--- src/rtl/oipuf_pkg.sv ---
// Shared types, default parameters and width helpers for the OIPUF evaluation controller.
package oipuf_pkg;

   localparam int unsigned DEF_CW         = 64;
   localparam int unsigned DEF_K          = 4;
   localparam int unsigned DEF_SETTLE_CYC = 4;
   localparam int unsigned DEF_PROP_CYC   = 8;
   localparam int unsigned DEF_NREP       = 5;

   typedef enum logic [2:0] {
      ST_IDLE   = 3'd0,
      ST_LOAD   = 3'd1,
      ST_FIRE   = 3'd2,
      ST_SAMPLE = 3'd3,
      ST_VOTE   = 3'd4,
      ST_DONE   = 3'd5
   } state_e;

   // Bits needed to index n distinct values; never narrower than one bit.
   function automatic int unsigned cnt_w(input int unsigned n);
      cnt_w = (n <= 2) ? 1 : $clog2(n);
   endfunction

   function automatic int unsigned max_u(input int unsigned a, input int unsigned b);
      max_u = (a > b) ? a : b;
   endfunction

endpackage

--- src/rtl/oipuf_eval_ctrl_puf_resp_sync.sv ---
// Multi-bit 2-flop synchroniser for the asynchronous PUF race outputs.
// Ports: clk_i/rst_ni clock and async active-low reset, async_i raw bits, sync_o synchronised bits.
module puf_resp_sync #(
   parameter int unsigned W = 4
) (
   input  logic         clk_i,
   input  logic         rst_ni,
   input  logic [W-1:0] async_i,
   output logic [W-1:0] sync_o
);

   logic [W-1:0] meta_q;
   logic [W-1:0] sync_q;

   // Free-running two-stage capture; bits are independent races so no bus coherency is needed.
   always_ff @(posedge clk_i or negedge rst_ni) begin
      if (!rst_ni) begin
         meta_q <= '0;
         sync_q <= '0;
      end else begin
         meta_q <= async_i;
         sync_q <= meta_q;
      end
   end

   assign sync_o = sync_q;

endmodule

--- src/rtl/oipuf_eval_ctrl.sv ---
// Evaluation sequencer for a K-line, CW-stage OIPUF delay-line array.
// Accepts a challenge (ireq_valid/oreq_ready), drives oC, fires NREP otriger pulses,
// samples the synchronised race outputs once per pulse and returns a per-line
// majority vote (oResp) and all-samples-agree flag (oStable) on oresp_valid/iresp_ready.
// Ports: iclk/irst_n clock and async active-low reset; iChal challenge in; oC/otriger
// array drive; iTP raw array outputs; oResp/oStable response; obusy not-idle indicator.
module oipuf_eval_ctrl
   import oipuf_pkg::*;
#(
   parameter int unsigned CW         = DEF_CW,
   parameter int unsigned K          = DEF_K,
   parameter int unsigned SETTLE_CYC = DEF_SETTLE_CYC,
   parameter int unsigned PROP_CYC   = DEF_PROP_CYC,
   parameter int unsigned NREP       = DEF_NREP
) (
   input  logic          iclk,
   input  logic          irst_n,
   input  logic          ireq_valid,
   output logic          oreq_ready,
   input  logic [CW-1:0] iChal,
   output logic [CW-1:0] oC,
   output logic          otriger,
   input  logic [K-1:0]  iTP,
   output logic          oresp_valid,
   input  logic          iresp_ready,
   output logic [K-1:0]  oResp,
   output logic [K-1:0]  oStable,
   output logic          obusy
);

   localparam int unsigned OW = cnt_w(NREP + 1);
   localparam int unsigned PW = cnt_w(max_u(SETTLE_CYC, PROP_CYC));
   localparam int unsigned RW = cnt_w(NREP);

   state_e                 state_q, state_d;
   logic [PW-1:0]          phase_q, phase_d;
   logic [RW-1:0]          rep_q,   rep_d;
   logic [K-1:0][OW-1:0]   ones_q,  ones_d;
   logic [CW-1:0]          chal_q,  chal_d;
   logic                   trig_q,  trig_d;
   logic                   valid_q, valid_d;
   logic [K-1:0]           resp_q,  resp_d;
   logic [K-1:0]           stab_q,  stab_d;
   logic                   ready_q, ready_d;
   logic                   busy_q,  busy_d;
   logic [K-1:0]           tp_sync;

   puf_resp_sync #(.W(K)) u_tp_sync (
      .clk_i  (iclk),
      .rst_ni (irst_n),
      .async_i(iTP),
      .sync_o (tp_sync)
   );

   // State and output registers; reset also kills any in-flight trigger pulse.
   always_ff @(posedge iclk or negedge irst_n) begin
      if (!irst_n) begin
         state_q <= ST_IDLE;
         phase_q <= '0;
         rep_q   <= '0;
         ones_q  <= '0;
         chal_q  <= '0;
         trig_q  <= 1'b0;
         valid_q <= 1'b0;
         resp_q  <= '0;
         stab_q  <= '0;
         ready_q <= 1'b0;
         busy_q  <= 1'b0;
      end else begin
         state_q <= state_d;
         phase_q <= phase_d;
         rep_q   <= rep_d;
         ones_q  <= ones_d;
         chal_q  <= chal_d;
         trig_q  <= trig_d;
         valid_q <= valid_d;
         resp_q  <= resp_d;
         stab_q  <= stab_d;
         ready_q <= ready_d;
         busy_q  <= busy_d;
      end
   end

   // Next-state logic; trigger is computed one cycle early so it leaves a flop directly.
   always_comb begin
      state_d = state_q;
      phase_d = phase_q;
      rep_d   = rep_q;
      ones_d  = ones_q;
      chal_d  = chal_q;
      trig_d  = trig_q;
      valid_d = valid_q;
      resp_d  = resp_q;
      stab_d  = stab_q;

      unique case (state_q)
         ST_IDLE: begin
            // ready_q is low for the first cycle after reset, so no accept before it shows.
            if (ireq_valid && ready_q) begin
               chal_d  = iChal;
               ones_d  = '0;
               rep_d   = '0;
               phase_d = '0;
               trig_d  = 1'b0;
               state_d = ST_LOAD;
            end
         end
         ST_LOAD: begin
            if (phase_q == PW'(SETTLE_CYC - 1)) begin
               phase_d = '0;
               trig_d  = 1'b1;
               state_d = ST_FIRE;
            end else begin
               phase_d = phase_q + PW'(1);
            end
         end
         ST_FIRE: begin
            if (phase_q == PW'(PROP_CYC - 1)) begin
               phase_d = '0;
               trig_d  = 1'b0;
               state_d = ST_SAMPLE;
            end else begin
               phase_d = phase_q + PW'(1);
            end
         end
         ST_SAMPLE: begin
            for (int unsigned i = 0; i < K; i++) begin
               ones_d[i] = ones_q[i] + OW'(tp_sync[i]);
            end
            if (rep_q == RW'(NREP - 1)) begin
               state_d = ST_VOTE;
            end else begin
               rep_d   = rep_q + RW'(1);
               state_d = ST_LOAD;
            end
         end
         ST_VOTE: begin
            for (int unsigned i = 0; i < K; i++) begin
               resp_d[i] = (ones_q[i] > OW'(NREP / 2));
               stab_d[i] = (ones_q[i] == '0) || (ones_q[i] == OW'(NREP));
            end
            valid_d = 1'b1;
            state_d = ST_DONE;
         end
         ST_DONE: begin
            if (iresp_ready) begin
               valid_d = 1'b0;
               state_d = ST_IDLE;
            end
         end
         default: begin
            trig_d  = 1'b0;
            valid_d = 1'b0;
            state_d = ST_IDLE;
         end
      endcase

      ready_d = (state_d == ST_IDLE);
      busy_d  = (state_d != ST_IDLE);
   end

   assign oreq_ready  = ready_q;
   assign oC          = chal_q;
   assign otriger     = trig_q;
   assign oresp_valid = valid_q;
   assign oResp       = resp_q;
   assign oStable     = stab_q;
   assign obusy       = busy_q;

endmodule

--- config.mk ---
export PLATFORM = sky130hd
export DESIGN_NAME = oipuf_eval_ctrl
export DESIGN_NICKNAME = d
export VERILOG_FILES = /design/src/rtl/oipuf_pkg.sv /design/src/rtl/oipuf_eval_ctrl_puf_resp_sync.sv /design/src/rtl/oipuf_eval_ctrl.sv
export SDC_FILE = /design/constraint.sdc
export NUM_CORES = 1
export LEC_CHECK = 0
export ABC_AREA = 1
export CELL_PAD_IN_SITES_DETAIL_PLACEMENT = 0
export CELL_PAD_IN_SITES_GLOBAL_PLACEMENT = 2
export CORE_AREA = 2 2 94 186
export CTS_CLUSTER_SIZE = 8
export DETAILED_ROUTE_END_ITERATION = 10
export DIE_AREA = 0 0 96 188
export GPL_ROUTABILITY_DRIVEN = 1
export PLACE_DENSITY = 0.81
export SETUP_SLACK_MARGIN = 0.05
export SLEW_MARGIN = 15
export SYNTH_ARGS = -nofsm -noshare
export SYNTH_HDL_FRONTEND = slang
export SYNTH_SLANG_ARGS = --single-unit
--- constraint.sdc ---
create_clock -name iclk -period 1.76 [get_ports iclk]
set_clock_uncertainty 0.05 [all_clocks]
set_input_delay 0.176 -clock iclk [delete_from_list [all_inputs] [get_ports iclk]]
set_output_delay 0.176 -clock iclk [all_outputs]
set_load 0.01 [all_outputs]
# Word level (Yosys, flattened, before mapping)
# Index checks and enable logic that the tools add are counted.
op_classes:
  add_sub_neg: 6
  mul: 0
  div: 0
  n_lt_le_gt_ge: 4
  n_eq_ne: 17
  n_shift: 0
  mux: 20
  n_bitwise: 2
  n_reduce_logical: 22
ops:
  columns: ["op", "count"]
  rows:
  - ["3-bit 2-to-1 mux", 9]
  - ["3-bit equality test, second input constant", 8]
  - ["12-bit one-hot mux with 2 select lines", 1]
  - ["3-bit logical NOT", 6]
  - ["3-bit one-hot mux with 6 select lines", 1]
  - ["3-bit by 1-bit adder with 3-bit output", 4]
  - ["3-bit by 2-bit greater-than comparator with 1-bit output, second input constant", 4]
  - ["12-bit 2-to-1 mux", 1]
  - ["2-bit inequality test, second input constant", 5]
  - ["3-bit by 2-bit equality test with 1-bit output, second input constant", 3]
  - ["3-bit one-hot mux with 3 select lines", 1]
  - ["2-bit AND reduction", 4]
  - ["3-bit by 1-bit adder with 3-bit output, second input constant", 2]
  - ["3-bit one-hot mux with 2 select lines", 1]
  - ["3-bit nonzero test", 2]
  - ["1-bit logical OR", 4]
  - ["1-bit 2-to-1 mux", 4]
  - ["1-bit one-hot mux with 4 select lines", 1]
  - ["4-bit AND reduction", 1]
  - ["4-bit OR reduction", 1]
  - ["3-bit by 1-bit equality test with 1-bit output, second input constant", 1]
  - ["1-bit one-hot mux with 3 select lines", 1]
  - ["3-bit AND reduction", 1]
  - ["3-bit OR reduction", 1]
  - ["other kinds (3)", 4]
totals:
  reg_bits: 105
  latch_bits: 0
  ram_bits: 0
  romBits: 0
  in_bits: 72
  output_inout_bits: 76
  elab_cells: 87
  memories: 0

# Longest topological paths before layout
# Gate-level depths: netlist (run 1).
logic_depth:
  depth_word: 4
  mapped_depth: 9
  mapped_depth_nobuf: 9

# Cells and area by module
# From an unflattened synthesis (run 1), not the netlist that was laid out.
hier_totals:
  cells_unflattened: 479
  hier_area_um2: 4312.9
by_module_without_submodules:
  columns: ["mod", "n_inst", "cells_each", "area_each_um2", "seq_area_each_um2"]
  rows:
  - ["oipuf_eval_ctrl", 1, 471, 4112.7, 2427.3]
  - ["puf_resp_sync", 1, 8, 200.2, 200.2]

# Worst setup path before layout (run 1)
# No wires, ideal clock.
synth_timing:
  kind: "register to register"
  startpoint: "reg phase_q[0]"
  endpoint: "reg ready_q (netlist: oreq_ready)"
  setup_ns: 0.116
  t_arrival_ns: 1.162
  required_ns: 1.594
  path_slack_ns: 0.432
  stages_incl_launch_ff: 9
  path_buffers: 0
  period_less_slack_ns: 1.328
  path_cell_list: "dfrtp_1 > ha_1 > ha_1 > inv_1 > nand4_1 > nand2_2 > nor2_2 > nand2_2 > nor2_2"
synth_via:
  elab_chain_cells: 4
  word_cells_on_any_way: 6
  classes_between: "2 x eq/ne; 3 x mux; 1 x reduce/logical"
synth_rtl:
  columns: ["element", "line", "source"]
  rows:
  - ["from (decl)", "oipuf_eval_ctrl.sv:36", "logic [PW-1:0] phase_q, phase_d;"]
  - ["from (signal assigned)", "oipuf_eval_ctrl.sv:71", "phase_q <= phase_d;"]
  - ["3-bit equality test / 3-bit by 2-bit equality test with 1-bit output (equally long branches)", "oipuf_eval_ctrl.sv:118, oipuf_eval_ctrl.sv:109", null]
  - ["3-bit 2-to-1 mux, on equally long branches", "oipuf_eval_ctrl.sv:118, oipuf_eval_ctrl.sv:109", null]
  - ["3-bit one-hot mux with 6 select lines (*)", "oipuf_eval_ctrl.sv:96", "unique case (state_q)"]
  - ["net state_d[0]", "oipuf_eval_ctrl.sv:35", "state_e state_q, state_d;"]
  - ["3-bit logical NOT (*)", "oipuf_eval_ctrl.sv:158", "ready_d = (state_d == ST_IDLE);"]
  - ["net ready_d", "oipuf_eval_ctrl.sv:44", "logic ready_q, ready_d;"]
  - ["to (signal assigned)", "oipuf_eval_ctrl.sv:79", "ready_q <= ready_d;"]
  - ["to (decl)", "oipuf_eval_ctrl.sv:44", null]
# The timed path passes the listed nets; every way through them passes the cells marked *.
# A chain may end at the register's enable or synchronous reset.

# Worst setup path in the final report (run 1)
layout_timing:
  startpoint: "reg phase_q[0]"
  endpoint: "reg phase_q[0]"
layout_via:
  elab_chain_cells: 3
  word_cells_on_any_way: 6
  classes_between: "1 x add/sub; 2 x eq/ne; 3 x mux"
layout_rtl:
  columns: ["element", "line"]
  rows:
  - ["3-bit by 1-bit adder with 3-bit output, or another cell as far along", "oipuf_eval_ctrl.sv:114, oipuf_eval_ctrl.sv:123"]
  - ["3-bit 2-to-1 mux, on equally long branches", "oipuf_eval_ctrl.sv:118, oipuf_eval_ctrl.sv:109"]
  - ["3-bit one-hot mux with 3 select lines (*)", "oipuf_eval_ctrl.sv:96"]
# Mark *: on every way between the ends. The rest lies on a longest branch, timed or not.

==> run metrics, run 1 <==
num ports=148; warnings from Yosys=0; Clock Sink Count=105; Detail Route Antenna Nets=0; Cell Pwr Density=1550 nW/µm²; clock slew seen by the registers of the worst setup and hold paths=0.08 ns; Setup Buffers After CTS=0; layout cells sized above 1=5.65%; CTS tree=yes; Routed WL=10.9 mm; Synth area leader=dfrtp_1; Post-DP HPWL=8.26 mm; VDD IR max=0.601 mV; clock latency on the worst-skew pair=0.34 ns; I/O Buffers=147; nets@finish=700; Die Area=18,000 µm²; clk root buf=clkbuf_16; Die W=96 µm; CP Data Arrival Time=1.75 ns; area share of and/or/nand/nor cells after synthesis=14.6%; R2R Setup Slk=0.22 ns; Remaining Overflow, GRT=0; Finished Cell Area=6350 µm²; Post-Synth Adder-Cell Area=3.99%; Setup TNS Final=0 ns; cell area after synthesis=4390 µm²; largest family of logic cells by synthesized area=simple AND/OR/NAND/NOR gates; most common cell after layout, fill and taps aside=clkdlybuf4s50_1; Die H=188 µm; Top Family by Delay on Critical Path=adder cells; largest net degree at the start of global routing=106; first-pass GRT wire length=17.6 mm; top post-synthesis cells by area=dfrtp_1, nand2_1, o21ai_0; final worst slack=0.220 ns; CP Capture Type=register; total power=9.83 mW; CP peak stage delay=0.40 ns; Post-Synthesis Cells=467; Tot GR Track Use=12.6%; min Tclk post-route=1.54 ns; Crit Path Max Fanout=3; floorplan row count=67; Worst Max-Slew Pin Slew=0.627 ns; H-tree depth=3; core area=16,700 µm²; syn_nets=553; slowest CP cell=dfrtp_1; sequential fraction of the synthesis area=59.9%; CP Launch Type=register; Vias/cell=4.22; vias in the first global route=3,625; CP Data Required Time=1.97 ns; Compound-Gate Fraction of Synth Area=11.3%; final period utilization=87.5%; distinct cell type count after synthesis=22; mux contribution to synthesized area=0%; 1st-iter DRT viols=143; DR WL/cell=13.2 µm; placed inst area=6060 µm²; Max-Cap Viols=0; Ant. Diodes=0; Routability Congestion=0.782; RSZ-0062 raised after global routing=no; Setup Crit Path Kind=reg -> reg; Worst Path Buf+Inv=2; synthesis-to-layout area growth=44.8%; synthesized flop and latch total=105; Max clock buf depth=2; Final Hold Vio Count=0; fin. max-slew vios=0; Max Clock Freq=650 MHz; # setup viols final=0; antenna violations before repair=0; Post-Synth XOR/XNOR Area=0%; Synth Area per Inst=9.40 µm²; top-area cell type share of the netlist area=59.9%; Detailed Routing Iterations Pass 1=4; critical-path cell list=ha_1, ha_1, inv_1, nand4_1, nand2_1, inv_1, o21ai_0; # DRC=0; clock buffer count from CTS=9; Worst slew margin=58.2%; initial cell density of the core=26.3%; Fill cells=1,683; outcome=finished clean; commonest cells after routing, fill and taps aside=clkdlybuf4s50_1, nand2_1, dfrtp_1; Hold Crit Class=in -> reg; Static Leak=3.12 nW; vias=3,486; pre-CTS setup slack=0.189 ns
## synthesized netlist by cell type, drive strengths merged
| master | instances |
|---|---|
| nand2 | 116 |
| dfrtp | 105 |
| o21ai | 89 |
| inv | 82 |
| nand3 | 21 |
| buf | 15 |
| ha | 14 |
| a21oi | 9 |
| nor2 | 9 |
| clkbuf | 3 |
| nand4 | 2 |
| nand3b | 1 |
| o211ai | 1 |
## power breakdown
| group | internal, mW | switching [mW] | total (mW) |
|---|---|---|---|
| combinational | 2.08 | 1.85 | 3.94 |
| clock | 0.991 | 0.954 | 1.95 |
| sequential | 3.35 | 0.596 | 3.95 |
## stage by stage
stage	utilization (%)	std cells	hold WS (ns)
floorplan	-	467	-0.170
global placement	36.3	809	0.242
detailed placement	36.3	809	0.243
CTS	38.1	826	0.199
global route	38.1	826	0.201
finish	38.1	826	0.215
## per-layer routing
layer	GRT usage, %	part of all wire, %
met5	0	0
met4	4.51	2.3
met3	3.46	5.0
met2	23.4	56
met1	13.0	37
## registers in the layout, indices dropped and copies added (netlist names)
name and flops:
oreq_ready 1, u_tp_sync.sync_o 4, oC 64, oStable 4, oresp_valid 1, oResp 4
obusy 1, ones_q 12, otriger 1, state_q 3, u_tp_sync.meta_q 4, phase_q 3
rep_q 3
## final timing paths
check / startpoint / cells past startpoint / to
max in group asynchronous: irst_n / 3 / oC[3]$_DFFE_PN0P_
min in group asynchronous: irst_n / 3 / oC[24]$_DFFE_PN0P_
hold reg to reg: u_tp_sync.meta_q[3]$_DFF_PN0_ / 0 / u_tp_sync.sync_o[3]$_DFF_PN0_
setup reg to reg: phase_q[0]$_DFFE_PN0P_ / 7 / phase_q[0]$_DFFE_PN0P_
setup / recovery: phase_q[0]$_DFFE_PN0P_ / 7 / phase_q[0]$_DFFE_PN0P_
hold / removal: iTP[2] / 1 / u_tp_sync.meta_q[2]$_DFF_PN0_
## final cells by class
| cell class | instances | area, µm² | share of cell area (%) |
|---|---|---|---|
| Timing Repair Buffer | 154 | 1560 | 24.6 |
| Sequential cell | 105 | 2630 | 41.3 |
| Clock inverter | 7 | 61.3 | 0.965 |
| Multi-Input combinational cell | 262 | 1310 | 20.7 |
| Tap cell | 207 | 259 | 4.08 |
| Inverter | 82 | 308 | 4.84 |
| Clock buffer | 9 | 225 | 3.54 |
## cell families (layout without fill, tap and decap cells)
| family | count (synthesis) | in the layout |
|---|---|---|
| AND/OR/NAND/NOR | 149 | 149 |
| flip-flops | 105 | 105 |
| buffers and inverters | 100 | 252 |
| AO/OA/AOI/OAI | 99 | 99 |
| adder cells (fa/ha/maj) | 14 | 14 |
## what timing repair did
item | CTS | global route
hold endpoints to repair | 105 | 0
setup endpoints to repair | 0 | 0
resized for setup | 0 | 0
hold buffers | 1 | 0
No activity file was read; power rests on OpenSTA's default activity.
==> inputs of run 2 (changes only) <==
--- a/config.mk
+++ b/config.mk
@@ -8,12 +8,12 @@
 export ABC_AREA = 1
 export CELL_PAD_IN_SITES_DETAIL_PLACEMENT = 0
 export CELL_PAD_IN_SITES_GLOBAL_PLACEMENT = 2
-export CORE_AREA = 2 2 94 186
+export CORE_AREA = 2 2 99 197
 export CTS_CLUSTER_SIZE = 8
 export DETAILED_ROUTE_END_ITERATION = 10
-export DIE_AREA = 0 0 96 188
+export DIE_AREA = 0 0 101 199
 export GPL_ROUTABILITY_DRIVEN = 1
-export PLACE_DENSITY = 0.81
+export PLACE_DENSITY = 0.77
 export SETUP_SLACK_MARGIN = 0.05
 export SLEW_MARGIN = 15
 export SYNTH_ARGS = -nofsm -noshare
==> constraint.sdc (replaced) <==
create_clock -name iclk -period 1.3 [get_ports iclk]
set_clock_uncertainty 0.05 [all_clocks]
set_input_delay 0.13 -clock iclk [delete_from_list [all_inputs] [get_ports iclk]]
set_output_delay 0.13 -clock iclk [all_outputs]
set_load 0.01 [all_outputs]
==> run 2 against run 1 <==
The run now ends with negative setup slack left. Sequential power is 38% higher. Setup slack worse by 0.37 ns. Highest routed layer unchanged. Global-route usage is 0.47 points higher. Critical endpoint is now oC[58]$_DFFE_PN0P_. Critical path depth is 1 lower. Non-clock buffer count is 45 higher. Final cell count is 6.9% higher.
==> run metrics, run 2 (synthesis results as in run 1) <==
CP Capture Type=register; Routed WL=13.5 mm (+24%); DR WL/cell=15.3 µm (+16%); Max clock buf depth=2 (unchanged); CP Data Required Time=1.49 ns (-0.48 ns); Worst slew margin=82.3% (+24 points); Finished Core Util=39.6% (+1.5 points); largest net degree at the start of global routing=45 (-58%); Final Hold Vio Count=0 (unchanged); Routability Congestion=0.765 (-2.1%); clock slew seen by the registers of the worst setup and hold paths=0.07 ns (about the same); vias in the first global route=3,827 (+5.6%); final worst slack=-0.145 ns (-0.365 ns); synthesis-to-layout area growth=68.2%; clk root buf=clkbuf_16; Ant. Diodes=0 (unchanged); RSZ-0062 raised after global routing=yes; Setup TNS Final=-5.35 ns (-5.35 ns); # setup viols final=84 (+84); CTS tree=yes; FF+latch area=2630 µm² (about the same); 1st-iter DRT viols=74 (-48%); Fill cells=1,919 (+14%); failing checks=negative setup slack; total power=15.1 mW (+54%); Max-Cap Viols=0 (unchanged); Tot GR Track Use=13.1% (+0.47 points); Hold Crit Class=in -> async; most common cell after layout, fill and taps aside=dfrtp_1; Crit Path Max Fanout=6 (+3); outcome=finished, violations left; floorplan row count=71 (+6.0%); VDD IR max=0.874 mV (+45%); Clock Sink Count=105 (unchanged); Worst Max-Slew Pin Slew=0.262 ns (-0.365 ns); Static Leak=3.71 nW (+19%); num ports=148 (unchanged); CP Launch Type=register; I/O Buffers=147 (unchanged); vias=3,757 (+7.8%); clock latency on the worst-skew pair=0.35 ns (about the same); Setup Crit Path Kind=reg -> reg; first-pass GRT wire length=19.9 mm (+13%); initial cell density of the core=23.5% (-2.8 points); layout cells sized above 1=27.7% (+22 points); clock buffer count from CTS=9 (unchanged); H-tree depth=3 (unchanged); Detail Route Antenna Nets=0 (unchanged); multi-input logic area=1830 µm² (+39%); Die W=101 µm (+5.2%); min Tclk post-route=1.44 ns (-0.0948 ns); antenna violations before repair=0 (unchanged); Remaining Overflow, GRT=0 (unchanged); CP Data Arrival Time=1.63 ns (-0.12 ns); final period utilization=111% (+24 points); fin. max-slew vios=0 (unchanged); Vias/cell=4.25 (+0.82%); Die Area=20,100 µm² (+11%); nets@finish=746 (+6.6%); core area=18,700 µm² (+12%); # DRC=0 (unchanged); Cell Pwr Density=2050 nW/µm² (+32%); Detailed Routing Iterations Pass 1=4 (unchanged); Die H=199 µm (+5.9%); Max Clock Freq=692 MHz (+6.6%); max reg flops=64 (unchanged); Post-DP HPWL=9.02 mm (+9.2%); commonest cells after routing, fill and taps aside=dfrtp_1, inv_1, clkdlybuf4s50_1
==> run 2: cell types whose count changed in the layout (fill, tap and decap cells not counted), sizes merged, moves of 2 or more <==
cell / before / now
buf: 7 / 48
clkbuf: 9 / 19
clkinvlp: 1 / 3
inv: 86 / 82
clkdlybuf4s50: 146 / 70
clkdlybuf4s15: 0 / 28
dlygate4sd2: 0 / 43
==> run 2: critical path, stage by stage, from the launching register on <==
cell	delay, ns
dfrtp_2	0.45
nor2_4	0.18
nand3_4	0.19
buf_12	0.20
clkbuf_16	0.17
nand2_4	0.05
o21ai_1	0.05
==> run 2: final cells by class <==
type,count,area share [%]
clock inverters,5,0.780
clock buffers,10,3.10
multi-input cells,263,24.7
well taps,219,3.71
repair buffers,199,27.8
flip-flops and latches,105,35.6
inverters,82,4.20
==> run 2: what timing repair did <==
action | CTS | global route
gates cloned | 3 | 7
resized for setup | 124 | 153
setup buffers | 8 | 12
hold buffers | 1 | 0
pin swaps | 8 | 11
endpoints found under the hold margin | 105 | 0
endpoints found under the setup margin | 170 | 132
==> run 2: final timing paths <==
check,from,endpoint,slack [ns],depth (start not counted)
setup reg to reg,state_q[1]$_DFF_PN0_,oC[58]$_DFFE_PN0P_,-0.14,6
max in group asynchronous,irst_n,oC[53]$_DFFE_PN0P_,0.54,3
hold reg to reg,u_tp_sync.meta_q[2]$_DFF_PN0_,u_tp_sync.sync_o[2]$_DFF_PN0_,0.30,0
min in group iclk,iTP[2],u_tp_sync.meta_q[2]$_DFF_PN0_,0.16,1
setup / recovery,state_q[1]$_DFF_PN0_,oC[58]$_DFFE_PN0P_,-0.14,6
hold / removal,irst_n,oResp[3]$_DFFE_PN0P_,0.15,2
==> run 2: power breakdown <==
part / switching (mW) / internal [mW]
Clock: 1.25 / 1.48
Combinational: 3.45 / 3.47
Sequential: 0.925 / 4.54
==> run 2: per-stage QoR <==
stage | std cells | cell area (µm²) | worst slack [ns] | hold WS (ns)
3_5_place_dp | 839 | 6290 | -0.226 | -0.0250
5_1_grt | 883 | 7380 | -0.207 | 0.141
4_1_cts | 866 | 6770 | -0.0833 | 0.143
3_3_place_gp | 839 | 6290 | -0.230 | -0.0261
6_report | 883 | 7380 | -0.145 | 0.149
2_1_floorplan | 467 | 4450 | 0.0177 | -0.216
==> run 2: layer usage <==
layer	wire length, µm	track usage, %
met2	7880	24.1
met3	567	3.41
met5	0	0
met1	4680	13.3
met4	395	6.26
